<file path="config.mk">
export PLATFORM = sky130hd
export DESIGN_NAME = pd_readout_sequencer
export DESIGN_NICKNAME = d
export VERILOG_FILES = /design/src/rtl/pd_readout_sequencer.sv
export SDC_FILE = /design/constraint.sdc
export NUM_CORES = 1
export LEC_CHECK = 0
export ABC_AREA = 1
export BUFFER_PORTS_ARGS = -buffer_cell sky130_fd_sc_hd__clkbuf_2
export CORE_MARGIN = 3
export CORE_UTILIZATION = 30
export CTS_BUF_LIST = sky130_fd_sc_hd__clkbuf_8
export DETAILED_ROUTE_END_ITERATION = 6
export GPL_TIMING_DRIVEN = 0
export SYNTH_ARGS = -nofsm -noshare
export SYNTH_HDL_FRONTEND = slang
export SYNTH_SLANG_ARGS = --single-unit
export TNS_END_PERCENT = 30
</file>
<file path="constraint.sdc">
create_clock -name wb_clk_i -period 3.5 [get_ports wb_clk_i]
set_clock_uncertainty 0.1 [all_clocks]
set_input_delay 0 -clock wb_clk_i [delete_from_list [all_inputs] [get_ports wb_clk_i]]
set_output_delay 0 -clock wb_clk_i [all_outputs]
set_load 0.05 [all_outputs]
</file>
<file path="src/rtl/pd_readout_sequencer.sv">
`default_nettype none
// +--------------------------------------------------------------------------+
// | pd_readout_sequencer                                                     |
// | Steps each enabled photodiode channel through reset, integrate,          |
// | sample-hold and compare phases and captures the comparator result.       |
// | Rev 1.0                                                                  |
// +--------------------------------------------------------------------------+
module pd_readout_sequencer #(
  parameter int          N_CH          = 12,
  parameter int          CNT_W         = 8,
  parameter logic [15:0] FRAME_CNT_RST = 16'h0000
) (
  input  logic             wb_clk_i,
  input  logic             wb_rst_ni,
  input  logic             start_i,
  input  logic             abort_i,
  input  logic             cont_i,
  input  logic [N_CH-1:0]  ch_mask_i,
  input  logic [CNT_W-1:0] t_rst_i,
  input  logic [CNT_W-1:0] t_int_i,
  input  logic [CNT_W-1:0] t_sh_i,
  input  logic [CNT_W-1:0] t_cmp_i,
  input  logic             cmp_i,
  output logic             sh_rst_o,
  output logic             sh_o,
  output logic             sh_cmp_o,
  output logic [N_CH-1:0]  pd_a_o,
  output logic [N_CH-1:0]  pd_b_o,
  output logic             busy_o,
  output logic             done_o,
  output logic [N_CH-1:0]  result_o,
  output logic [15:0]      frame_cnt_o
);

  localparam int c_ch_w = (N_CH > 1) ? $clog2(N_CH) : 1;

  typedef enum logic [2:0] {
    c_st_idle = 3'd0,
    c_st_rst  = 3'd1,
    c_st_int  = 3'd2,
    c_st_sh   = 3'd3,
    c_st_cmp  = 3'd4,
    c_st_next = 3'd5,
    c_st_fin  = 3'd6
  } state_t;

  state_t              r_state;
  state_t              w_state_nx;
  logic [c_ch_w-1:0]   r_ch;
  logic [c_ch_w-1:0]   w_ch_nx;
  logic [CNT_W-1:0]    r_cnt;
  logic [CNT_W-1:0]    w_cnt_nx;
  logic                r_cmp_meta;
  logic                r_cmp_sync;
  logic [N_CH-1:0]     r_shadow;
  logic [N_CH-1:0]     w_above;
  logic [N_CH-1:0]     w_ch_onehot;
  logic                w_phase_end;
  logic                w_mask_any;
  logic                w_abort;
  logic                w_frame_start;

  // Zero-length phases still occupy one cycle.
  function automatic logic [CNT_W-1:0] f_dur(input logic [CNT_W-1:0] t);
    return (t == '0) ? CNT_W'(1) : t;
  endfunction

  function automatic logic [c_ch_w-1:0] f_first(input logic [N_CH-1:0] v);
    logic [c_ch_w-1:0] idx;
    idx = '0;
    for (int i = N_CH - 1; i >= 0; i--) begin
      if (v[i]) idx = c_ch_w'(i);
    end
    return idx;
  endfunction

  function automatic logic [N_CH-1:0] f_onehot(input logic [c_ch_w-1:0] ch);
    logic [N_CH-1:0] v;
    for (int i = 0; i < N_CH; i++) begin
      v[i] = (c_ch_w'(i) == ch);
    end
    return v;
  endfunction

  always_comb begin
    w_above = '0;
    for (int i = 0; i < N_CH; i++) begin
      w_above[i] = ch_mask_i[i] && (i > int'(r_ch));
    end
  end

  assign w_mask_any    = |ch_mask_i;
  assign w_phase_end   = (r_cnt <= CNT_W'(1));
  assign w_abort       = abort_i && (r_state != c_st_idle);
  assign w_frame_start = ((r_state == c_st_idle) && start_i) || (r_state == c_st_fin);
  assign w_ch_onehot   = f_onehot(w_ch_nx);

  always_comb begin
    w_state_nx = r_state;
    w_ch_nx    = r_ch;
    w_cnt_nx   = r_cnt;
    case (r_state)
      c_st_idle: begin
        if (start_i) begin
          if (w_mask_any) begin
            w_state_nx = c_st_rst;
            w_ch_nx    = f_first(ch_mask_i);
            w_cnt_nx   = f_dur(t_rst_i);
          end else begin
            w_state_nx = c_st_fin;
          end
        end
      end
      c_st_rst: begin
        if (w_phase_end) begin
          w_state_nx = c_st_int;
          w_cnt_nx   = f_dur(t_int_i);
        end else begin
          w_cnt_nx = r_cnt - CNT_W'(1);
        end
      end
      c_st_int: begin
        if (w_phase_end) begin
          w_state_nx = c_st_sh;
          w_cnt_nx   = f_dur(t_sh_i);
        end else begin
          w_cnt_nx = r_cnt - CNT_W'(1);
        end
      end
      c_st_sh: begin
        if (w_phase_end) begin
          w_state_nx = c_st_cmp;
          w_cnt_nx   = f_dur(t_cmp_i);
        end else begin
          w_cnt_nx = r_cnt - CNT_W'(1);
        end
      end
      c_st_cmp: begin
        if (w_phase_end) begin
          w_state_nx = c_st_next;
        end else begin
          w_cnt_nx = r_cnt - CNT_W'(1);
        end
      end
      c_st_next: begin
        if (|w_above) begin
          w_state_nx = c_st_rst;
          w_ch_nx    = f_first(w_above);
          w_cnt_nx   = f_dur(t_rst_i);
        end else begin
          w_state_nx = c_st_fin;
        end
      end
      c_st_fin: begin
        if (cont_i && w_mask_any) begin
          w_state_nx = c_st_rst;
          w_ch_nx    = f_first(ch_mask_i);
          w_cnt_nx   = f_dur(t_rst_i);
        end else begin
          w_state_nx = c_st_idle;
        end
      end
      default: w_state_nx = c_st_idle;
    endcase
    if (w_abort) w_state_nx = c_st_idle;
  end

  // Outputs are decoded from the next state so they line up with the state register.
  always_ff @(posedge wb_clk_i or negedge wb_rst_ni) begin
    if (!wb_rst_ni) begin
      r_state     <= c_st_idle;
      r_ch        <= '0;
      r_cnt       <= '0;
      r_cmp_meta  <= 1'b0;
      r_cmp_sync  <= 1'b0;
      r_shadow    <= '0;
      sh_rst_o    <= 1'b0;
      sh_o        <= 1'b0;
      sh_cmp_o    <= 1'b0;
      pd_a_o      <= '0;
      pd_b_o      <= '0;
      busy_o      <= 1'b0;
      done_o      <= 1'b0;
      result_o    <= '0;
      frame_cnt_o <= FRAME_CNT_RST;
    end else begin
      r_cmp_meta <= cmp_i;
      r_cmp_sync <= r_cmp_meta;
      r_state    <= w_state_nx;
      r_ch       <= w_ch_nx;
      r_cnt      <= w_cnt_nx;
      sh_rst_o   <= (w_state_nx == c_st_rst);
      sh_o       <= (w_state_nx == c_st_sh);
      sh_cmp_o   <= (w_state_nx == c_st_cmp);
      pd_b_o     <= (w_state_nx == c_st_rst) ? w_ch_onehot : '0;
      pd_a_o     <= ((w_state_nx == c_st_int) || (w_state_nx == c_st_sh)) ? w_ch_onehot : '0;
      busy_o     <= (w_state_nx != c_st_idle);
      done_o     <= (w_state_nx == c_st_fin);
      if (w_abort) begin
        r_shadow <= '0;
      end else begin
        if (r_state == c_st_fin) begin
          result_o    <= r_shadow;
          frame_cnt_o <= frame_cnt_o + 16'd1;
        end
        // Shadow is cleared per frame, so channels never visited read 0.
        if (w_frame_start) begin
          r_shadow <= '0;
        end else if ((r_state == c_st_cmp) && w_phase_end) begin
          r_shadow[r_ch] <= r_cmp_sync;
        end
      end
    end
  end

endmodule
`default_nettype wire

</file>
==> After elaboration in Yosys (flattened, before gate mapping) <==
Cells that the tools add are included.
{ "op_classes": {"addsub": 2, "n_lt_le_gt_ge": 14, "n_eq_ne": 27, "mux": 59, "bitwise": 1, "n_reduce_logical": 32} }
{ "op_table": {"columns": ["op", "n"], "rows": [
  ["$mux 4", 27],
  ["$mux 8", 12],
  ["$mux 12", 5],
  ["$pmux 8 s7", 1],
  ["$logic_not 8->1", 4],
  ["$mux 3", 8],
  ["$pmux 3 s7", 1],
  ["$add 16x1->16 const B", 1],
  ["$eq 3x4->1 const A", 4],
  ["$eq 4x4->1 const A", 4],
  ["$gt 3x4->1 const A", 4],
  ["$gt 4x4->1 const A", 4],
  ["$logic_and 1x1->1", 16],
  ["$eq 3x3->1 const B", 5],
  ["$bwmux 12", 1],
  ["$eq 3x2->1 const B", 4],
  ["$pmux 4 s3", 1],
  ["$reduce_or 12->1", 1],
  ["$reduce_or 11->1", 1],
  ["$ne 2x2->1 const B", 5],
  ["$reduce_bool 3->1", 3],
  ["$eq 2x4->1 const A", 2],
  ["$gt 2x4->1 const A", 2],
  ["$le 8x1->1 const B", 1],
  ["15 further kinds", 18]
]} }
{ "totals": {"reg_bits": 86} }

==> Logic depth before layout (Yosys ltp) <==
Gate-level depths: netlist of run 1.
{ "logic_depth": {"word_depth": 17, "mapped_depth": 19, "mapped_depth_nobuf": 18} }

==> Least setup slack after synthesis of run 1 <==
Ideal clock, no wire load.
{ "synth_path": {"path_type": "flip-flop to flip-flop", "start": "register frame_cnt_o[0]", "end": "register frame_cnt_o[14]", "arrival_ps": 1896, "required_ps": 3260, "setup_slack_ps": 1364, "path_stages_with_launch": 12, "path_buffers": 0, "period_less_slack_ps": 2136, "cell_sequence": "dfrtp_1 -> ha_1 -> inv_1 -> nor2_4 -> nand4_2 -> nor2_2 -> nand3_2 -> nor2_2 -> nand2_2 -> nor2_4 -> nand2_2 -> xnor2_2"} }
{ "synth_between": {"elab_chain_cells": 1} }
{ "synth_rtl": {"columns": ["item", "line_no", "text"], "rows": [
  ["start, declared", "32", "output logic [15:0] frame_cnt_o"],
  ["start signal, assigned", "204", "frame_cnt_o <= frame_cnt_o + 16'd1;"],
  ["$add 16x1->16", "204", null]
]} }
Every way passes these cells.
A chain may end at the register's enable or synchronous reset.

==> Final worst setup path of run 1 <==
{ "layout_path": {"start": "register r_state[0]", "end": "register r_shadow[11]"} }
{ "layout_between": {"elab_chain_cells": 5, "word_cells_on_any_way": 11, "classes_between": "2 x eq/ne; 2 x mux; 7 x reduce/logical"} }
{ "layout_rtl": {"columns": ["item", "line_no", "text"], "rows": [
  ["start, declared", "47", "state_t r_state;"],
  ["start signal, assigned", "171", "r_state <= c_st_idle;"],
  ["start signal, assigned", "189", "r_state <= w_state_nx;"],
  ["$logic_not 3->1", "95", "assign w_frame_start = ((r_state == c_st_idle) && start_i) || (r_state == c_st_fin);"],
  ["$logic_and 1x1->1", "95", null],
  ["$logic_or 1x1->1", "95", null],
  ["$mux 12", "207", "if (w_frame_start) begin"],
  ["$mux 12", "199", "if (w_abort) begin"],
  ["end signal, assigned by index", "210", "r_shadow[r_ch] <= r_cmp_sync;"],
  ["end, declared", "55", "logic [N_CH-1:0] r_shadow;"]
]} }
Parallel ways exist; a longest one is shown, timed or not.

==> metrics.md, run 1 <==
| Metric | Value |
|---|---|
| Required time reported for the critical path endpoint | 3.64 ns |
| Yosys warns | 0 |
| First-pass GRT wire length | 19.81 mm |
| Sequential cell area in the final layout | 0.002152 mm² |
| Count of buffers inserted at the top-level ports | 106 |
| Worst VDD drop | 279.8 µV |
| Total detailed-routing wirelength | 11.78 mm |
| Post-layout worst setup margin | 0.8788 ns |
| Worst hold start | t_int_i[6] |
| Via total after detailed routing | 4248 |
| Asr flop ratio synth | 100.0% |
| Number of global-route vias before repair | 4122 |
| Sequential-to-total area share from yosys stat | 45.11% |
| Reg-to-reg setup timing slack | 0.88 ns |
| Global route total overflow | 0 |
| Core Area | 0.01537 mm² |
| DRC viols | 0 |
| Remaining antenna violation count after routing | 0 |
| Power density over cell area | 580.1 mW/mm² |
| Most frequent cell after synthesis | nand2_1 |
| Total clock sinks | 86 |
| Instance count of the mapped netlist | 578 |
| Synth top cells by count | 133 x nand2_1, 86 x dfrtp_1, 63 x inv_1, 52 x nor2_1, 34 x nand3_1 |
| Total global routing track utilization | 13.83% |
| Die Footprint | 0.01745 mm² |
| Area Growth Syn to Fin | 24.39% |
| Root buffer cell | clkbuf_8 |
| Worst Hold Class | in2reg |
| Cell count of the worst reg-to-reg path | 8 |
| Gp weighted congestion | 0.8282 |
| Number of buffers on the longest clock path | 2 |
| Final setup vio count | 0 |
| Skew-Pair Late Insertion Delay | 0.38 ns |
| Post-Place Cell Area | 0.005595 mm² |
| Die height | 132.1 µm |
| Cell leakage power | 0.003177 µW |
| Final critical delay including setup and external delays | 2.621 ns |
| # fillers | 1629 |
| Timing-limited maximum frequency | 381.5 MHz |
| Fraction of the core area covered by cells at the end of the flow | 38.61% |
| Area of the multi-input gates | 0.002233 mm² |
| Cell-by-cell trace of the critical path | nor2_2 -> inv_2 -> nor2_2 -> nor2_1 -> nor3_1 -> nand2_1 -> a21oi_1 -> a311oi_1 |
| #FFs+latches synth | 86 |
| CTS tree | yes |
| ANT cells | 0 |
| Total iterations of the first detailed-routing run | 4 |
| Final net count | 764 |
| Most used DFF post-synth | dfrtp_1 |
| Synthesized area per cell | 8.254 µm² |
| Worst slew pin tran | 1.055 ns |
| Proportion of netlist area held by the largest area contributor | 45.11% |
| Crit path launch type | register |
| Final non-filler cell area | 0.005934 mm² |
| Total Negative Setup Slacks | 0 ns |
| Number of antenna violations at the first check in global routing | 0 |
| Count of endpoints failing hold in the final timing report | 0 |
| Cell variety after synth | 54 |
| Worst Path Arrival | 2.76 ns |
| Depth of the CTS H-tree | 3 |
| Unrepaired setup endpoints after global routing | no |
| DIE WIDTH | 132.1 µm |
| Overall power consumption | 3442 µW |
| Capture instance of the worst register-to-register path | r_shadow[11] |
| Maximum single-stage delay on the critical path | 0.78 ns |
| Via-per-instance ratio | 4.583 |
| Cell accounting for the most synthesized area | dfrtp_1 |
| Boundary pin count | 107 |
| Number of max-cap violations | 0 |
| Max stage delay cell, worst path | nor3_1 |
| Combined area of all synthesized cells | 0.004771 mm² |
| Fraction of final layout cells sized beyond drive strength 1 | 27.79% |
| Worst Setup Slack post-DPL | 0.8842 ns |
| Count of final max-slew check failures | 0 |
| Most repeated library cell on the critical path | nor2_2 |
| Routed len/inst | 12.71 µm |
| Pin count of the biggest net entering global routing | 65 |
| Worst Hold Path Cells | 5 |
| Crit share post-route | 74.89% |
| Largest fanout on the critical path | 8 |
| Max-slew headroom at the worst pin | 29.44% |
| Number of DRC markers after the initial detailed-route iteration | 216 |
| Hold worst-path end | r_cnt[6] |
| Kind of critical path | reg2reg |
| Synth top area cells | dfrtp_1 45%, nand2_1 10%, inv_1 5.0% |
| Number of synthesized flops with an enable pin | 0 |
| Post-CTS setup repair buffer count | 0 |
| Number of gates given a new drive strength after cts | 0 |
| Total clock buffers created by CTS | 9 |
| Post-CTS Hold Fix Bufs | 15 |
| CTS clock-pin slew for the worst setup and hold paths | 0.10 ns |
| Placed wire-length estimate | 9.230 mm |
| Net count of the mapped netlist | 631 |
| Status | finished clean |
| Total number of placement rows | 45 |
| Effective utilization at floorplan | 31.04% |
| Category of the worst setup path capture point | register |
| Start of the worst register-to-register path | r_state[0] |
kinds of logic (layout without fill, tap and decap cells):
logic type                 after synthesis  after routing  synth area share (%)
xor gates and xnor gates                19             19                 3.646
DFF                                     86             86                 45.11
AOI/OAI and AO/OA                       78             78                 11.22
and+or+nand+nor                        302            302                 31.16
adders and majority gates                3              3                0.7869
buffers and inverters                   90            228                 8.077
where the power goes:
| group | switching [µW] | internal [µW] | leakage (µW) | total (µW) |
|---|---|---|---|---|
| clock | 407 | 275 | 0.0000878 | 681 |
| combinational | 1050 | 503 | 0.00195 | 1560 |
| sequential | 87.9 | 1120 | 0.00114 | 1200 |
layout make-up:
| cell class | instances | share of cell area [%] |
|---|---|---|
| plain buffers | 10 | 1.286 |
| clock buffers | 9 | 2.087 |
| multi-input cells | 402 | 37.63 |
| clock inverters | 7 | 1.096 |
| flip-flops and latches | 86 | 36.26 |
| well taps | 211 | 4.449 |
| inverters | 80 | 5.208 |
| repair buffers | 122 | 11.98 |
placed cells by master, fill, tap and decap left out, drive strengths merged:
cell,Yosys,final
nor2,71,71
nand4,8,8
clkinv,2,2
nor4b,1,1
dlygate4sd3,0,15
a31oi,2,2
or2,1,1
inv,78,82
a221oi,1,1
o21a,1,1
a41oi,1,1
nand3,42,42
a22o,1,1
clkinvlp,0,3
o221ai,5,5
a311oi,6,6
a21oi,22,22
xor2,15,15
dfrtp,86,86
buf,8,9
ha,3,3
o31ai,3,3
o311ai,1,1
and2,2,2
nand2,144,144
clkbuf,2,117
xnor2,4,4
o21bai,1,1
nor4,5,5
o2111ai,1,1
a22oi,5,5
nor3,27,27
o21ai,26,26
nand3b,1,1
o211ai,2,2
metrics by stage:
| step | std cells | hold slack (ns) |
|---|---|---|
| 3_5_place_dp | 896 | -0.1248 |
| 5_1_grt | 927 | 0.04681 |
| 4_1_cts | 927 | 0.006830 |
| 2_1_floorplan | 578 | -0.3956 |
| 3_3_place_gp | 895 | 0.01097 |
| 6_report | 927 | 0.03374 |
flip-flops by register name, summed over array words and instances, names as in the netlist, 3 cells and up:
name and flops:
pd_a_o 12, frame_cnt_o 16, r_shadow 12, r_cnt 8, result_o 12, pd_b_o 12, r_state 3, r_ch 4
routing by layer:
layer  vias to the layer above  GRT usage, %  wire length (µm)
met5                         -             0                 0
met4                         0         3.326               105
met3                         8         3.550               607
met2                        98         22.38              5511
met1                      1976         18.62              5557
li1                       2166             -                 -
critical path, delay by kind of cell (launching register included):
family / cells / cell delay [ns]
AND/OR/NAND/NOR: 5 / 1.59
flip-flops: 1 / 0.47
AO/OA/AOI/OAI: 2 / 0.28
buffers and inverters: 1 / 0.05
how the worst max path moves through the flow:
stage | from | end | depth (start not counted)
CTS | r_state[0] | r_shadow[11] | 8
global placement | r_state[0] | r_shadow[7] | 8
detailed placement | r_state[0] | r_shadow[7] | 8
floorplan | frame_cnt_o[0] | frame_cnt_o[14] | 11
global route | r_state[0] | r_shadow[7] | 8
finish | r_state[0] | r_shadow[11] | 8
Power figures use the tool's default switching activity.
==> inputs of run 2 (changes only) <==
Settings changed: ABC_AREA 1 to 0.
Clock period 3.5 ns to 2.1 ns, I/O delays scaled along.
==> run 2 against run 1 <==
Compared with the run above: the flow now finishes with violations (negative setup slack); worst hold slack improved by 0.028 ns; flip-flop and latch count did not move; via count rose by 6.6%; final cell count fell by 8.6%.
==> metrics.md, run 2 <==
| Metric | Value |
|---|---|
| Effective utilization at floorplan | 31.24% (+0.20 points) |
| Cell variety after synth | 69 (+28%) |
| Most frequent cell after synthesis | dfrtp_1 |
| Number of antenna violations at the first check in global routing | 0 (unchanged) |
| Required time reported for the critical path endpoint | 2.29 ns (-1.35 ns) |
| Via-per-instance ratio | 5.348 (+17%) |
| Post-Place Cell Area | 0.005547 mm² (-0.87%) |
| Fraction of final layout cells sized beyond drive strength 1 | 44.34% (+17 points) |
| Fraction of the core area covered by cells at the end of the flow | 46.38% (+7.8 points) |
| Routed len/inst | 16.80 µm (+32%) |
| Area Growth Syn to Fin | 48.45% |
| Status | complete, but fails checks |
| Instance count of the mapped netlist | 487 (-16%) |
| Net switching fraction of the power | 42.57% (-2.4 points) |
| Category of the worst setup path capture point | register |
| Net count of the mapped netlist | 540 (-14%) |
| Most used cells in the layout excluding fill and tap cells | 106 x clkbuf_2, 83 x dfrtp_1, 54 x nor2_1 |
| Core Area | 0.01475 mm² (-4.0%) |
| Power density over cell area | 1067 mW/mm² (+84%) |
| Total number of placement rows | 44 (-2.2%) |
| #FFs+latches synth | 86 (unchanged) |
| Synth top area cells | dfrtp_1 47%, nor2_1 5.5%, mux2i_1 3.7% |
| DIE WIDTH | 130.0 µm (-1.6%) |
| Final net count | 711 (-6.9%) |
| Number of DRC markers after the initial detailed-route iteration | 272 (+26%) |
| Total global routing track utilization | 16.52% (+2.7 points) |
| Final setup vio count | 47 (+47) |
| Cell leakage power | 0.003054 µW (-3.9%) |
| Unrepaired setup endpoints after global routing | yes |
| Final critical delay including setup and external delays | 2.522 ns (-0.09966 ns) |
| Post-layout worst setup margin | -0.4215 ns (-1.300 ns) |
| Depth of the CTS H-tree | 3 (unchanged) |
| Total detailed-routing wirelength | 14.23 mm (+21%) |
| Cell count of the worst reg-to-reg path | 10 (+2) |
| Largest register FFs | 16 (unchanged) |
| Final non-filler cell area | 0.006843 mm² (+15%) |
| Number of synthesized flops with an enable pin | 0 (unchanged) |
| Most used DFF post-synth | dfrtp_1 |
| Synth top cells by count | 86 x dfrtp_1, 67 x nor2_1, 28 x nand2_1, 26 x a21oi_1, 23 x nor3_1 |
| Sequential fraction of design power | 27.5% (-7.5 points) |
| Synthesized area per cell | 9.465 µm² (+15%) |
| Count of buffers inserted at the top-level ports | 106 (unchanged) |
| Gp weighted congestion | 0.8729 (+5.4%) |
| ANT cells | 0 (unchanged) |
| Total Negative Setup Slacks | -13.20 ns (-13.20 ns) |
| Violations in the final reports | negative setup slack |
| Register name with the most flops | frame_cnt_o |
| Max-slew headroom at the worst pin | 61.03% (+32 points) |
| Sw Pwr | 3108 µW (+100%) |
| Portion of total power attributed to the clock network | 17.0% (-2.8 points) |
| CTS tree | yes |
| Total internal power | 4193 µW (+120%) |
| Number of max-cap violations | 0 (unchanged) |
| # fillers | 1370 (-16%) |
| Worst Path Arrival | 2.72 ns (-0.04 ns) |
| Global route total overflow | 0 (unchanged) |
| Crit share post-route | 120.1% (+45 points) |
| First-pass GRT wire length | 22.14 mm (+12%) |
| Via total after detailed routing | 4530 (+6.6%) |
| Worst Hold Class | in2async |
| Combined area of all synthesized cells | 0.004609 mm² (-3.4%) |
| Kind of critical path | reg2reg |
| Boundary pin count | 107 (unchanged) |
| Worst VDD drop | 436.4 µV (+56%) |
| CTS clock-pin slew for the worst setup and hold paths | 0.09 ns (about the same) |
| Count of final max-slew check failures | 0 (unchanged) |
| Remaining antenna violation count after routing | 0 (unchanged) |
| Proportion of netlist area held by the largest area contributor | 46.69% (+1.6 points) |
| Count of endpoints failing hold in the final timing report | 0 (unchanged) |
| Total clock buffers created by CTS | 9 (unchanged) |
| Die Footprint | 0.01689 mm² (-3.2%) |
| Skew-Pair Late Insertion Delay | 0.38 ns (about the same) |
| Sequential-to-total area share from yosys stat | 46.69% (+1.6 points) |
| Number of global-route vias before repair | 4536 (+10%) |
| Cell accounting for the most synthesized area | dfrtp_1 |
| DRC viols | 0 (unchanged) |
| Crit path launch type | register |
| Die height | 130.0 µm (-1.6%) |
| Yosys warns | 0 (unchanged) |
| Number of buffers on the longest clock path | 2 (unchanged) |
| Placed wire-length estimate | 9.831 mm (+6.5%) |
| Asr flop ratio synth | 100.0% (unchanged) |
| Part of the total power dissipated in combinational logic | 55.5% (+10 points) |
| Worst slew pin tran | 0.5769 ns (-0.4779 ns) |
| Timing-limited maximum frequency | 396.6 MHz (+4.0%) |
| Most frequent standard cell in the layout excluding fill and tap cells | clkbuf_2 |
| Root buffer cell | clkbuf_8 |
| Pin count of the biggest net entering global routing | 50 (-23%) |
| Overall power consumption | 7302 µW (+110%) |
| Largest fanout on the critical path | 5 (-3) |
| Total iterations of the first detailed-routing run | 5 (+1) |
| Total clock sinks | 86 (unchanged) |
[run 2: changes by cell type in the layout (fill, tap and decap cells not counted), moves of 13 or more]
cell	before	now
nand2_1	133	26
buf_4	2	34
nor3_1	25	12
inv_1	63	6
mux2i_1	0	17
mux2_2	0	13
nand3_1	34	7
o21ai_0	23	6
[run 2: layout make-up]
cell class,count,area [µm²],share of cell area [%]
multi-input cells,367,2943,43.01
flip-flops and latches,86,2156,31.50
repair buffers,163,1069,15.62
clock buffers,11,151.4,2.212
clock inverters,5,57.56,0.8411
inverters,11,48.80,0.7131
well taps,184,230.2,3.364
plain buffers,20,187.7,2.743
[run 2: final timing paths]
kind / start / to / slack [ns]
max in group asynchronous: wb_rst_ni / result_o[8] / 1.19
hold / removal: wb_rst_ni / pd_b_o[3] / 0.06
min in group wb_clk_i: t_int_i[1] / r_cnt[1] / 0.06
hold reg to reg: r_cmp_meta / r_cmp_sync / 0.26
setup / recovery: r_ch[1] / pd_b_o[2] / -0.42
setup reg to reg: r_ch[1] / pd_b_o[2] / -0.42
[run 2: repair_timing]
item                                   CTS  global route
setup buffers                           35             6
setup endpoints to repair               74            74
pin swaps                               30            18
hold buffers                            12             0
cloned                                   3             0
endpoints found under the hold margin   97             0
gates resized for setup                108            49
[run 2: per-layer routing]
| layer | wire length [µm] | up-vias | GRT usage, % |
|---|---|---|---|
| li1 | - | 2130 | - |
| met1 | 6075 | 2230 | 20.79 |
| met2 | 7257 | 146 | 28.60 |
| met3 | 686 | 24 | 3.643 |
| met4 | 214 | 0 | 4.645 |
| met5 | 0 | - | 0 |
[run 2: metrics by stage]
| stage | worst slack [ns] | hold WS [ns] | cells |
|---|---|---|---|
| after floorplan | -0.2700 | -0.3956 | 487 |
| after global placement | -0.6900 | 0.01763 | 777 |
| after detailed placement | -0.7171 | -0.05742 | 778 |
| after CTS | -0.4582 | 0.03442 | 842 |
| after global routing | -0.5430 | 0.09008 | 847 |
| final | -0.4215 | 0.06221 | 847 |
[run 2: power groups by stage]
stage	Combinational (µW)	Sequential, µW	Clock [µW]
detailed placement	2600	2010	0
CTS	3640	1990	1280
global route	4330	2020	1360
global placement	2560	2010	0
floorplan	1720	2210	0
finish	4050	2000	1240
[run 2: kinds of logic after synthesis]
group | after synthesis | share of synthesized area [%]
AO/OA/AOI/OAI | 110 | 16.15
multiplexers | 30 | 6.867
flip-flops | 86 | 46.69
AND/OR/NAND/NOR | 205 | 23.05
XOR/XNOR | 19 | 3.610
buffers and inverters | 34 | 2.823
adder cells (fa/ha/maj) | 3 | 0.8144
[run 2: critical path, cell delays in order (launching register included)]
cell and delay [ns]:
dfrtp_1 0.45, or2_4 0.31, o32a_1 0.39, buf_6 0.14, nand2b_4 0.08, o31ai_4 0.07
buf_4 0.16, a211oi_4 0.32, inv_2 0.15, buf_6 0.15, nor3_2 0.11
